[src/rtl/core_biu_arbiter_if.sv]
// -----------------------------------------------------------------------------
// core_biu_arbiter_if
//   Bundles the three channels the core BIU arbiter sits between:
//     ifu_*  : instruction-fetch request/response (plus pipeline flush)
//     lsu_*  : load/store request/response
//     mem_*  : the single shared memory port
//   Modports:
//     slave  : the arbiter's view (it serves IFU/LSU and drives mem_req_*)
//     master : the surrounding core/memory view (drives requests, mem ready
//              and mem responses; observes everything else)
//   Parameters: ADDR_W address width, DATA_W data width (strobe = DATA_W/8).
// -----------------------------------------------------------------------------
interface core_biu_arbiter_if #(
  parameter int ADDR_W = 32,
  parameter int DATA_W = 32
);
  localparam int STRB_W = DATA_W / 8;

  // fetch side
  logic              ifu_req_valid;
  logic              ifu_req_ready;
  logic [ADDR_W-1:0] ifu_req_addr;
  logic              ifu_flush;
  logic              ifu_rsp_valid;
  logic [DATA_W-1:0] ifu_rsp_data;
  logic              ifu_rsp_err;

  // load/store side
  logic              lsu_req_valid;
  logic              lsu_req_ready;
  logic [ADDR_W-1:0] lsu_req_addr;
  logic              lsu_req_wen;
  logic [STRB_W-1:0] lsu_req_wstrb;
  logic [DATA_W-1:0] lsu_req_wdata;
  logic              lsu_rsp_valid;
  logic [DATA_W-1:0] lsu_rsp_data;
  logic              lsu_rsp_err;

  // shared memory port
  logic              mem_req_valid;
  logic              mem_req_ready;
  logic [ADDR_W-1:0] mem_req_addr;
  logic              mem_req_wen;
  logic [STRB_W-1:0] mem_req_wstrb;
  logic [DATA_W-1:0] mem_req_wdata;
  logic              mem_rsp_valid;
  logic [DATA_W-1:0] mem_rsp_data;
  logic              mem_rsp_err;

  modport slave (
    input  ifu_req_valid, ifu_req_addr, ifu_flush,
    output ifu_req_ready, ifu_rsp_valid, ifu_rsp_data, ifu_rsp_err,
    input  lsu_req_valid, lsu_req_addr, lsu_req_wen, lsu_req_wstrb, lsu_req_wdata,
    output lsu_req_ready, lsu_rsp_valid, lsu_rsp_data, lsu_rsp_err,
    output mem_req_valid, mem_req_addr, mem_req_wen, mem_req_wstrb, mem_req_wdata,
    input  mem_req_ready, mem_rsp_valid, mem_rsp_data, mem_rsp_err
  );

  modport master (
    output ifu_req_valid, ifu_req_addr, ifu_flush,
    input  ifu_req_ready, ifu_rsp_valid, ifu_rsp_data, ifu_rsp_err,
    output lsu_req_valid, lsu_req_addr, lsu_req_wen, lsu_req_wstrb, lsu_req_wdata,
    input  lsu_req_ready, lsu_rsp_valid, lsu_rsp_data, lsu_rsp_err,
    input  mem_req_valid, mem_req_addr, mem_req_wen, mem_req_wstrb, mem_req_wdata,
    output mem_req_ready, mem_rsp_valid, mem_rsp_data, mem_rsp_err
  );
endinterface

[src/rtl/core_biu_arbiter.sv]
// -----------------------------------------------------------------------------
// core_biu_arbiter
//   Shares the core's single memory port between instruction fetch (IFU) and
//   load/store (LSU). One transaction in flight at a time:
//     IDLE -> accept one request -> REQ (mem_req_valid until mem_req_ready)
//          -> RSP (wait mem_rsp_valid, route it to the owner) -> IDLE
//   LSU wins arbitration unless IFU has been passed over STARVE_LIMIT times
//   in a row while waiting. An IFU flush during an IFU-owned transaction lets
//   the memory access finish but swallows its response.
//
//   Parameters: ADDR_W, DATA_W (strobe = DATA_W/8), STARVE_LIMIT (>= 1).
//   Ports:
//     clk  : rising-edge clock
//     rst  : asynchronous active-high reset
//     bus  : core_biu_arbiter_if.slave (ifu_*, lsu_*, mem_* channels)
//     busy : high whenever a transaction is in flight (state != IDLE)
// -----------------------------------------------------------------------------
module core_biu_arbiter #(
  parameter int ADDR_W       = 32,
  parameter int DATA_W       = 32,
  parameter int STARVE_LIMIT = 4
) (
  input  logic                clk,
  input  logic                rst,
  core_biu_arbiter_if.slave   bus,
  output logic                busy
);

  localparam int STRB_W = DATA_W / 8;
  localparam int CNT_W  = $clog2(STARVE_LIMIT + 1);
  localparam logic [CNT_W-1:0] CNT_MAX = CNT_W'(STARVE_LIMIT);

  typedef enum logic [1:0] {IDLE, REQ, RSP} state_t;
  typedef enum logic       {OWN_IFU, OWN_LSU} owner_t;

  typedef struct packed {
    logic [ADDR_W-1:0] addr;
    logic              wen;
    logic [STRB_W-1:0] wstrb;
    logic [DATA_W-1:0] wdata;
  } mem_req_t;

  state_t             state_q, state_d;
  owner_t             owner_q, owner_d;
  logic               drop_q, drop_d;
  logic [CNT_W-1:0]   starve_q, starve_d;
  mem_req_t           req_q, req_d;

  logic ifu_elig;
  logic force_ifu;
  logic grant_ifu;
  logic grant_lsu;
  logic kill_ifu_rsp;

  // ---------------------------------------------------------------------------
  // Arbitration. Grants are qualified with !rst so both readies read 0 while
  // reset is held, even though the state register is already IDLE.
  // ---------------------------------------------------------------------------
  always_comb begin
    ifu_elig  = bus.ifu_req_valid & ~bus.ifu_flush;
    force_ifu = ifu_elig & (starve_q == CNT_MAX);
    grant_lsu = (state_q == IDLE) & ~rst & bus.lsu_req_valid & ~force_ifu;
    grant_ifu = (state_q == IDLE) & ~rst & ifu_elig &
                (~bus.lsu_req_valid | force_ifu);
  end

  // ---------------------------------------------------------------------------
  // Next-state / datapath capture
  // ---------------------------------------------------------------------------
  always_comb begin
    state_d  = state_q;
    owner_d  = owner_q;
    drop_d   = drop_q;
    starve_d = starve_q;
    req_d    = req_q;

    case (state_q)
      IDLE: begin
        if (grant_lsu) begin
          req_d   = '{addr:  bus.lsu_req_addr,
                      wen:   bus.lsu_req_wen,
                      wstrb: bus.lsu_req_wstrb,
                      wdata: bus.lsu_req_wdata};
          owner_d = OWN_LSU;
          state_d = REQ;
          // Passed-over count uses the raw IFU valid, flushed or not.
          if (bus.ifu_req_valid && (starve_q != CNT_MAX))
            starve_d = starve_q + 1'b1;
        end else if (grant_ifu) begin
          req_d    = '{addr:  bus.ifu_req_addr,
                       wen:   1'b0,
                       wstrb: '0,
                       wdata: '0};
          owner_d  = OWN_IFU;
          state_d  = REQ;
          starve_d = '0;
        end
      end
      REQ: begin
        if (bus.mem_req_ready) state_d = RSP;
      end
      RSP: begin
        if (bus.mem_rsp_valid) state_d = IDLE;
      end
      default: state_d = IDLE;
    endcase

    // A flush against an in-flight fetch marks its response as stale; the
    // memory transaction itself still runs to completion.
    if ((state_q != IDLE) && (owner_q == OWN_IFU) && bus.ifu_flush)
      drop_d = 1'b1;
    // Leaving RSP wipes the stale mark so the next fetch is delivered.
    if (state_d == IDLE)
      drop_d = 1'b0;
  end

  always_ff @(posedge clk or posedge rst) begin
    if (rst) begin
      state_q  <= IDLE;
      owner_q  <= OWN_IFU;
      drop_q   <= 1'b0;
      starve_q <= '0;
      req_q    <= '0;
    end else begin
      state_q  <= state_d;
      owner_q  <= owner_d;
      drop_q   <= drop_d;
      starve_q <= starve_d;
      req_q    <= req_d;
    end
  end

  // ---------------------------------------------------------------------------
  // Outputs
  // ---------------------------------------------------------------------------
  // A flush arriving in the same cycle as the response must also kill it,
  // since drop_q only reflects flushes from earlier cycles.
  assign kill_ifu_rsp = drop_q | bus.ifu_flush;

  assign bus.ifu_req_ready = grant_ifu;
  assign bus.lsu_req_ready = grant_lsu;

  assign bus.mem_req_valid = (state_q == REQ);
  assign bus.mem_req_addr  = req_q.addr;
  assign bus.mem_req_wen   = req_q.wen;
  assign bus.mem_req_wstrb = req_q.wstrb;
  assign bus.mem_req_wdata = req_q.wdata;

  assign bus.ifu_rsp_valid = (state_q == RSP) & (owner_q == OWN_IFU) &
                             bus.mem_rsp_valid & ~kill_ifu_rsp;
  assign bus.lsu_rsp_valid = (state_q == RSP) & (owner_q == OWN_LSU) &
                             bus.mem_rsp_valid & ~drop_q;

  // Data/err are only meaningful alongside the matching rsp_valid.
  assign bus.ifu_rsp_data  = bus.mem_rsp_data;
  assign bus.ifu_rsp_err   = bus.mem_rsp_err;
  assign bus.lsu_rsp_data  = bus.mem_rsp_data;
  assign bus.lsu_rsp_err   = bus.mem_rsp_err;

  assign busy = (state_q != IDLE);

endmodule

[src/flat_wrapper.sv]
// flat-port wrapper written by rule: the top's interface ports become plain ports
module core_biu_arbiter_flat 
#(
  parameter int ADDR_W       = 32,
  parameter int DATA_W       = 32,
  parameter int STARVE_LIMIT = 4
)
  (clk, rst, busy, bus_ifu_req_valid, bus_ifu_req_addr, bus_ifu_flush, bus_ifu_req_ready, bus_ifu_rsp_valid, bus_ifu_rsp_data, bus_ifu_rsp_err, bus_lsu_req_valid, bus_lsu_req_addr, bus_lsu_req_wen, bus_lsu_req_wstrb, bus_lsu_req_wdata, bus_lsu_req_ready, bus_lsu_rsp_valid, bus_lsu_rsp_data, bus_lsu_rsp_err, bus_mem_req_valid, bus_mem_req_addr, bus_mem_req_wen, bus_mem_req_wstrb, bus_mem_req_wdata, bus_mem_req_ready, bus_mem_rsp_valid, bus_mem_rsp_data, bus_mem_rsp_err);
  core_biu_arbiter_if #(.ADDR_W(ADDR_W), .DATA_W(DATA_W)) bus_i ();
  input  logic clk;
  input  logic rst;
  output logic busy;
  input wire logic [$bits(bus_i.ifu_req_valid)-1:0] bus_ifu_req_valid;
  input wire logic [$bits(bus_i.ifu_req_addr)-1:0] bus_ifu_req_addr;
  input wire logic [$bits(bus_i.ifu_flush)-1:0] bus_ifu_flush;
  output wire logic [$bits(bus_i.ifu_req_ready)-1:0] bus_ifu_req_ready;
  output wire logic [$bits(bus_i.ifu_rsp_valid)-1:0] bus_ifu_rsp_valid;
  output wire logic [$bits(bus_i.ifu_rsp_data)-1:0] bus_ifu_rsp_data;
  output wire logic [$bits(bus_i.ifu_rsp_err)-1:0] bus_ifu_rsp_err;
  input wire logic [$bits(bus_i.lsu_req_valid)-1:0] bus_lsu_req_valid;
  input wire logic [$bits(bus_i.lsu_req_addr)-1:0] bus_lsu_req_addr;
  input wire logic [$bits(bus_i.lsu_req_wen)-1:0] bus_lsu_req_wen;
  input wire logic [$bits(bus_i.lsu_req_wstrb)-1:0] bus_lsu_req_wstrb;
  input wire logic [$bits(bus_i.lsu_req_wdata)-1:0] bus_lsu_req_wdata;
  output wire logic [$bits(bus_i.lsu_req_ready)-1:0] bus_lsu_req_ready;
  output wire logic [$bits(bus_i.lsu_rsp_valid)-1:0] bus_lsu_rsp_valid;
  output wire logic [$bits(bus_i.lsu_rsp_data)-1:0] bus_lsu_rsp_data;
  output wire logic [$bits(bus_i.lsu_rsp_err)-1:0] bus_lsu_rsp_err;
  output wire logic [$bits(bus_i.mem_req_valid)-1:0] bus_mem_req_valid;
  output wire logic [$bits(bus_i.mem_req_addr)-1:0] bus_mem_req_addr;
  output wire logic [$bits(bus_i.mem_req_wen)-1:0] bus_mem_req_wen;
  output wire logic [$bits(bus_i.mem_req_wstrb)-1:0] bus_mem_req_wstrb;
  output wire logic [$bits(bus_i.mem_req_wdata)-1:0] bus_mem_req_wdata;
  input wire logic [$bits(bus_i.mem_req_ready)-1:0] bus_mem_req_ready;
  input wire logic [$bits(bus_i.mem_rsp_valid)-1:0] bus_mem_rsp_valid;
  input wire logic [$bits(bus_i.mem_rsp_data)-1:0] bus_mem_rsp_data;
  input wire logic [$bits(bus_i.mem_rsp_err)-1:0] bus_mem_rsp_err;
  assign bus_i.ifu_req_valid = bus_ifu_req_valid;
  assign bus_i.ifu_req_addr = bus_ifu_req_addr;
  assign bus_i.ifu_flush = bus_ifu_flush;
  assign bus_ifu_req_ready = bus_i.ifu_req_ready;
  assign bus_ifu_rsp_valid = bus_i.ifu_rsp_valid;
  assign bus_ifu_rsp_data = bus_i.ifu_rsp_data;
  assign bus_ifu_rsp_err = bus_i.ifu_rsp_err;
  assign bus_i.lsu_req_valid = bus_lsu_req_valid;
  assign bus_i.lsu_req_addr = bus_lsu_req_addr;
  assign bus_i.lsu_req_wen = bus_lsu_req_wen;
  assign bus_i.lsu_req_wstrb = bus_lsu_req_wstrb;
  assign bus_i.lsu_req_wdata = bus_lsu_req_wdata;
  assign bus_lsu_req_ready = bus_i.lsu_req_ready;
  assign bus_lsu_rsp_valid = bus_i.lsu_rsp_valid;
  assign bus_lsu_rsp_data = bus_i.lsu_rsp_data;
  assign bus_lsu_rsp_err = bus_i.lsu_rsp_err;
  assign bus_mem_req_valid = bus_i.mem_req_valid;
  assign bus_mem_req_addr = bus_i.mem_req_addr;
  assign bus_mem_req_wen = bus_i.mem_req_wen;
  assign bus_mem_req_wstrb = bus_i.mem_req_wstrb;
  assign bus_mem_req_wdata = bus_i.mem_req_wdata;
  assign bus_i.mem_req_ready = bus_mem_req_ready;
  assign bus_i.mem_rsp_valid = bus_mem_rsp_valid;
  assign bus_i.mem_rsp_data = bus_mem_rsp_data;
  assign bus_i.mem_rsp_err = bus_mem_rsp_err;
  core_biu_arbiter #(.ADDR_W(ADDR_W), .DATA_W(DATA_W), .STARVE_LIMIT(STARVE_LIMIT)) u_core (.clk(clk), .rst(rst), .bus(bus_i), .busy(busy));
endmodule
[config.mk]
export PLATFORM = sky130hd
export DESIGN_NAME = core_biu_arbiter_flat
export DESIGN_NICKNAME = d
export VERILOG_FILES = /design/src/rtl/core_biu_arbiter_if.sv /design/src/rtl/core_biu_arbiter.sv /design/src/flat_wrapper.sv
export SDC_FILE = /design/constraint.sdc
export NUM_CORES = 1
export LEC_CHECK = 0
export ABC_AREA = 1
export CELL_PAD_IN_SITES_DETAIL_PLACEMENT = 1
export CELL_PAD_IN_SITES_GLOBAL_PLACEMENT = 1
export CORE_UTILIZATION = 24
export DETAILED_ROUTE_END_ITERATION = 16
export PLACE_DENSITY = 0.95
export RECOVER_POWER = 50
export SETUP_SLACK_MARGIN = 0.3
export SYNTH_ARGS = -nofsm -noshare
export SYNTH_HDL_FRONTEND = slang
export SYNTH_SLANG_ARGS = --single-unit
export TNS_END_PERCENT = 20
[constraint.sdc]
create_clock -name clk -period 7.41 [get_ports clk]
set_clock_uncertainty 0.05 [all_clocks]
set_input_delay 1.8525 -clock clk [delete_from_list [all_inputs] [get_ports clk]]
set_output_delay 1.8525 -clock clk [all_outputs]
set_load 0.01 [all_outputs]
==> reports/qor.txt, run 1 <==
fraction of the yosys area taken by sequential cells: 51.02%
clock buffer count from CTS: 9
Cell Area, Synth: 3727 um2
most frequent standard cell in the layout excluding fill and tap cells: nand2_1
fraction of layout instances using a drive strength above 1: 4.861%
buffer cell driving the clock tree root: clkbuf_16
count of vias placed by the detailed router: 3248
width of the chip: 126.6 um
data arrival time of the worst path: 3.52 ns
register bit count reported by yosys: 76
slew at the pin closest to its max-slew limit: 1.022 ns
count of buffer and inverter cells on the critical path: 4
full die area: 16030 um2
post-synthesis instance total: 458
main area contributors after synthesis: dfrtp_1 (51%), nand2_1 (23%), buf_4 (14%)
gr ovfl total: 0
detailed-route vias per instance: 4.251
setup_tns: 0 ns
leakage power of the design: 0.002691 uW
count of non-filler cells in the finished layout: 764
Num Clock Sinks: 76
CP max FO: 5
Synth Warn #: 0
global-route wire length before repair: 17.33 mm
post-CTS setup buffer count: 0
final net count: 715
initial standard-cell utilization of the core: 24.52%
synthesized area per cell: 8.138 um2
worst stage delay on the critical path: 0.56 ns
Tcrit/Tclk final: 73.19%
clk slew on worst S/H paths: 0.06 ns
height of the die: 126.6 um
type of the worst setup path: input port to output port
number of slew-limit violations in the final report: 0
Syn Nets: 601
clock tree from TritonCTS: yes
post-cts resize count: 0
Req. time, crit path: 5.51 ns
worst-skew pair later-pin latency: 0.33 ns
Initial DRT Pass Iterations: 4
post-synth top area share: 51.02%
total of hold buffers inserted after clock tree synthesis: 0
placer congestion estimate: 0.7368
DRC violations left: 0
area added between synthesis and finish: 49.38%
half-perimeter wire length after placement: 7.840 mm
biggest area consumer among synthesized cells: dfrtp_1
post-placement setup slack: 2.024 ns
final critical-path setup slack: 1.987 ns
GRT Util Overall: 14.12%
count of endpoints failing setup in the final report: 0
leading cell types in the layout, fill and taps excluded: nand2_1 (226), clkdlybuf4s50_1 (112), dfrtp_1 (76)
crit path capture type: output port
FILL cells: 1767
Max Cap Viol: 0
core box area: 15200 um2
Detail Route Antenna Nets: 0
Slowest cell on crit path: dlygate4sd3_1
crit-path cells: dlygate4sd3_1, clkinvlp_2, nand2_1, nor2_2, nand2_2, inv_2, clkdlybuf4s50_1
pwr dens: 337.4 nW/um2
DRT iter0 DRCs: 86
unrepaired setup endpoints after global routing: false
number of antenna violations at the first check in global routing: 0
via count of the first global-routing pass: 3415
class of the most critical hold timing path: register to register
maximum number of pins on one net before global-route repair: 77
Hold Worst Slack: 0.4201 ns
average routed wire per standard cell: 14.21 um
antenna fix cells: 0
kind of start point of the critical path: input port
worst ir drop on vdd: 0.1331 mV
Largest delay share family, worst path: buffers and inverters
placement row count: 45
count of boundary I/O pins: 282
FMAX: 184.4 MHz
placed cells: 749
port buffer count: 182
count of unique library cells instantiated by Yosys: 19
Clock Tree Buf Depth: 2
total detailed-routing wirelength: 10.86 mm
max_slew headroom: 31.89%
status: finished clean
fin crit period: 5.423 ns
maximum level of the CTS H-tree: 3
final hold violations: 0
-- per-layer routing --
layer | global-route usage [%] | part of all wire (%) | up-vias
met1 | 14.80 | 39 | 1542
met3 | 5.314 | 7.1 | 21
met5 | 0 | 0 | -
met4 | 5.315 | 1.9 | 0
met2 | 25.61 | 52 | 113
li1 | - | - | 1572
-- cells in the mapped netlist --
library cell	n
nand2_1	226
dfrtp_1	76
buf_4	71
nand3_1	37
inv_1	14
buf_2	6
clkbuf_1	6
nor3_1	4
ha_1	2
nand2_2	2
nand3_2	2
nor2_1	2
nor2_2	2
nor2_4	2
o21ai_0	2
a31o_2	1
inv_2	1
o21ai_1	1
o22ai_1	1
-- cells by family (layout without fill, tap and decap cells) --
| family | count (synthesis) | count (layout) | synth area share [%] |
|---|---|---|---|
| AOI/OAI and AO/OA | 5 | 5 | 0.8057 |
| adders and majority gates | 2 | 2 | 0.6713 |
| buffers and inverters | 98 | 216 | 17.22 |
| DFF | 76 | 76 | 51.02 |
| and+or+nand+nor | 277 | 277 | 30.28 |
-- tightest hold or removal path, cell delays in order, from the launching register on --
cell     delay (ns)
dfrtp_1        0.33
nand2_1        0.05
nand2_1        0.05
-- flip-flops by register name, indices dropped and copies added (netlist names) --
register	cells
u_core.bus.mem_req_addr	32
u_core.bus.mem_req_wdata	32
u_core.bus.mem_req_wstrb	4
u_core.starve_q	3
u_core.state_q	2
u_core.bus.mem_req_wen	1
u_core.drop_q	1
u_core.owner_q	1
-- final timing paths --
| check | cells past startpoint | end | start | slack, ns |
|---|---|---|---|---|
| max | 7 | bus_ifu_req_ready | rst | 1.99 |
| min | 2 | u_core.bus.mem_req_wdata[30] | u_core.bus.mem_req_wdata[30] | 0.42 |
| max reg2reg | 10 | u_core.starve_q[2] | u_core.starve_q[0] | 5.13 |
| min reg2reg | 2 | u_core.bus.mem_req_wdata[30] | u_core.bus.mem_req_wdata[30] | 0.42 |
| max in group asynchronous | 3 | u_core.bus.mem_req_addr[28] | rst | 4.25 |
| min in group asynchronous | 2 | u_core.starve_q[1] | rst | 1.82 |
-- power breakdown --
group          switching, uW  internal (uW)  leakage [uW]
combinational            332            362       0.00157
clock                    171            337      0.000162
sequential              91.1            586      0.000956
-- per-stage QoR --
step                util (%)  power (uW)  instance area, um2
floorplan                  -        1013                3727
global placement       34.40        1432                5230
detailed placement     34.40        1457                5230
CTS                    36.64        1981                5570
global route           36.63        2005                5568
finish                 36.63        1879                5568
-- cell type report --
class | count | area, um2 | share of cell area [%]
Clock inverter | 4 | 97.59 | 1.753
Sequential cell | 76 | 1902 | 34.16
Multi-Input combinational cell | 284 | 1181 | 21.21
Timing Repair Buffer | 186 | 1852 | 33.26
Tap cell | 188 | 235.2 | 4.225
Inverter | 15 | 57.56 | 1.034
Clock buffer | 11 | 242.7 | 4.360
Power figures use the tool's default switching activity.
==> inputs of run 2 (changes only) <==
--- a/config.mk
+++ b/config.mk
@@ -8,9 +8,9 @@
 export ABC_AREA = 1
 export CELL_PAD_IN_SITES_DETAIL_PLACEMENT = 1
 export CELL_PAD_IN_SITES_GLOBAL_PLACEMENT = 1
-export CORE_UTILIZATION = 24
+export CORE_UTILIZATION = 23
 export DETAILED_ROUTE_END_ITERATION = 16
-export PLACE_DENSITY = 0.95
+export PLACE_DENSITY = 0.93
 export RECOVER_POWER = 50
 export SETUP_SLACK_MARGIN = 0.3
 export SYNTH_ARGS = -nofsm -noshare
==> constraint.sdc (replaced) <==
create_clock -name clk -period 5.65 [get_ports clk]
set_clock_uncertainty 0.05 [all_clocks]
set_input_delay 1.4125 -clock clk [delete_from_list [all_inputs] [get_ports clk]]
set_output_delay 1.4125 -clock clk [all_outputs]
set_load 0.01 [all_outputs]
==> run 2 against run 1 <==
Net effect: wire length is 1.8% higher; combinational power is 32% higher; flip-flop and latch count stayed put; the flow now finishes with violations (max-capacitance violations, max-slew violations); highest routed layer unchanged; register-to-register slack worse by 1.8 ns; cell count is 4.1% higher; first-iteration DRC count is 8.1% higher; clock power is 28% higher; worst setup slack worse by 0.89 ns; utilization is 1.2 points lower.
==> reports/qor.txt, run 2 (synthesized netlist as in run 1, its figures left out) <==
Req. time, crit path: 4.19 ns (was 5.51 ns)
final net count: 717 (was 715)
worst-skew pair later-pin latency: 0.33 ns (about the same)
Initial DRT Pass Iterations: 4 (unchanged)
global-route wire length before repair: 17.52 mm (was 17.33 mm)
post-cts resize count: 0 (unchanged)
width of the chip: 129.3 um (was 126.6 um)
max_slew headroom: -34.73% (was 31.89%)
multi-input combinational cell area: 1181 um2 (unchanged)
clock tree from TritonCTS: yes (unchanged)
count of endpoints failing setup in the final report: 0 (unchanged)
fin crit period: 4.554 ns
clk slew on worst S/H paths: 0.06 ns (about the same)
unrepaired setup endpoints after global routing: false (unchanged)
kind of start point of the critical path: input port (unchanged)
failing checks: max-capacitance violations, max-slew violations
type of the worst setup path: input port to output port (unchanged)
total power draw: 2456 uW (was 1879 uW)
worst ir drop on vdd: 0.1465 mV (was 0.1331 mV)
placer congestion estimate: 0.6982 (was 0.7368)
port buffer count: 182 (unchanged)
average routed wire per standard cell: 13.90 um (was 14.21 um)
placement row count: 46 (was 45)
half-perimeter wire length after placement: 8.261 mm (was 7.840 mm)
clock buffer count from CTS: 9 (unchanged)
setup_tns: 0 ns (unchanged)
count of non-filler cells in the finished layout: 795 (was 764)
via count of the first global-routing pass: 3423 (was 3415)
crit path capture type: output port (unchanged)
status: finished with violations (was finished clean)
maximum number of pins on one net before global-route repair: 72 (was 77)
DRC violations left: 0 (unchanged)
buffer cell driving the clock tree root: clkbuf_16 (unchanged)
slew at the pin closest to its max-slew limit: 2.021 ns (was 1.022 ns)
most frequent standard cell in the layout excluding fill and tap cells: nand2_1 (unchanged)
FILL cells: 1847 (was 1767)
utilization after layout: 35.44% (was 36.63%)
GRT Util Overall: 13.81% (was 14.12%)
count of boundary I/O pins: 282 (unchanged)
total of hold buffers inserted after clock tree synthesis: 0 (unchanged)
Tcrit/Tclk final: 80.61%
Num Clock Sinks: 76 (unchanged)
detailed-route vias per instance: 4.082 (was 4.251)
final hold violations: 0 (unchanged)
post-CTS setup buffer count: 0 (unchanged)
area added between synthesis and finish: 50.49% (was 49.38%)
pwr dens: 437.8 nW/um2 (was 337.4 nW/um2)
data arrival time of the worst path: 3.09 ns (was 3.52 ns)
fraction of layout instances using a drive strength above 1: 5.181% (was 4.861%)
initial standard-cell utilization of the core: 23.55% (was 24.52%)
Max Cap Viol: 1 (was 0)
Clock Tree Buf Depth: 2 (unchanged)
placed cells: 779 (was 749)
antenna fix cells: 0 (unchanged)
FMAX: 219.6 MHz
height of the die: 129.3 um (was 126.6 um)
leading cell types in the layout, fill and taps excluded: nand2_1 (226), clkdlybuf4s50_1 (112), dfrtp_1 (76) (unchanged)
leakage power of the design: 0.002696 uW (was 0.002691 uW)
gr ovfl total: 0 (unchanged)
class of the most critical hold timing path: register to register (unchanged)
total detailed-routing wirelength: 11.05 mm (was 10.86 mm)
full die area: 16720 um2 (was 16030 um2)
maximum level of the CTS H-tree: 3 (unchanged)
count of vias placed by the detailed router: 3245 (was 3248)
core box area: 15830 um2 (was 15200 um2)
number of antenna violations at the first check in global routing: 0 (unchanged)
DRT iter0 DRCs: 93 (was 86)
number of slew-limit violations in the final report: 37 (was 0)
CP max FO: 5 (unchanged)
area taken by flip-flops and latches: 1902 um2 (unchanged)
Detail Route Antenna Nets: 0 (unchanged)
run 2: cell types whose count changed in the layout (fill, tap and decap cells not counted):
cell / change
clkbuf_8: +2
bufinv_16: -1
clkbuf_2: +1
clkbuf_1: +1
run 2: layout make-up:
type | count | area share, %
clock inverters | 3 | 1.205
clock buffers | 13 | 4.818
flip-flops and latches | 76 | 33.91
inverters | 15 | 1.026
repair buffers | 188 | 33.17
multi-input cells | 284 | 21.06
well taps | 216 | 4.818
run 2: power breakdown:
| group | total (uW) | switching (uW) | internal [uW] | leakage (uW) |
|---|---|---|---|---|
| logic | 915 | 439 | 476 | 0.00158 |
| clock network | 651 | 228 | 423 | 0.000162 |
| registers | 890 | 121 | 769 | 0.000956 |
| total | 2460 | 787 | 1670 | 0.00270 |
run 2: critical path: stages:
cell             delay (ns)
dlygate4sd3_1          0.55
clkinvlp_2             0.12
nand2_1                0.08
nor2_2                 0.14
nand2_2                0.12
inv_2                  0.11
clkdlybuf4s50_1        0.56
run 2: final timing paths:
path                                                      to  slack [ns]                        start  cells after the start
worst min register to register   u_core.bus.mem_req_wdata[3]        0.42  u_core.bus.mem_req_wdata[3]                      2
max in group asynchronous       u_core.bus.mem_req_wdata[24]        1.27                          rst                      4
worst min-delay path             u_core.bus.mem_req_wdata[3]        0.42  u_core.bus.mem_req_wdata[3]                      2
worst max register to register            u_core.starve_q[0]        3.30           u_core.starve_q[0]                     10
min in group asynchronous        u_core.bus.mem_req_addr[29]        2.31                          rst                      3
worst max-delay path                       bus_ifu_req_ready        1.10                          rst                      7
run 2: through the flow:
stage | cell area [um2] | setup WS (ns) | hold slack [ns]
2_1_floorplan | 3727 | 0.3203 | 0.4439
3_3_place_gp | 5280 | 1.229 | 0.4110
3_5_place_dp | 5280 | 1.227 | 0.4142
4_1_cts | 5618 | 1.182 | 0.4310
5_1_grt | 5609 | 0.6702 | 0.4411
6_report | 5609 | 1.096 | 0.4234
run 2: layer usage:
layer / share of wire (%) / global-route usage, % / wire [um] / vias up
met3: 6.3 / 3.922 / 695 / 25
met2: 52 / 25.05 / 5734 / 119
met5: 0 / 0 / 0 / -
met4: 2.7 / 7.682 / 295 / 0
li1: - / - / - / 1574
met1: 39 / 14.30 / 4326 / 1527
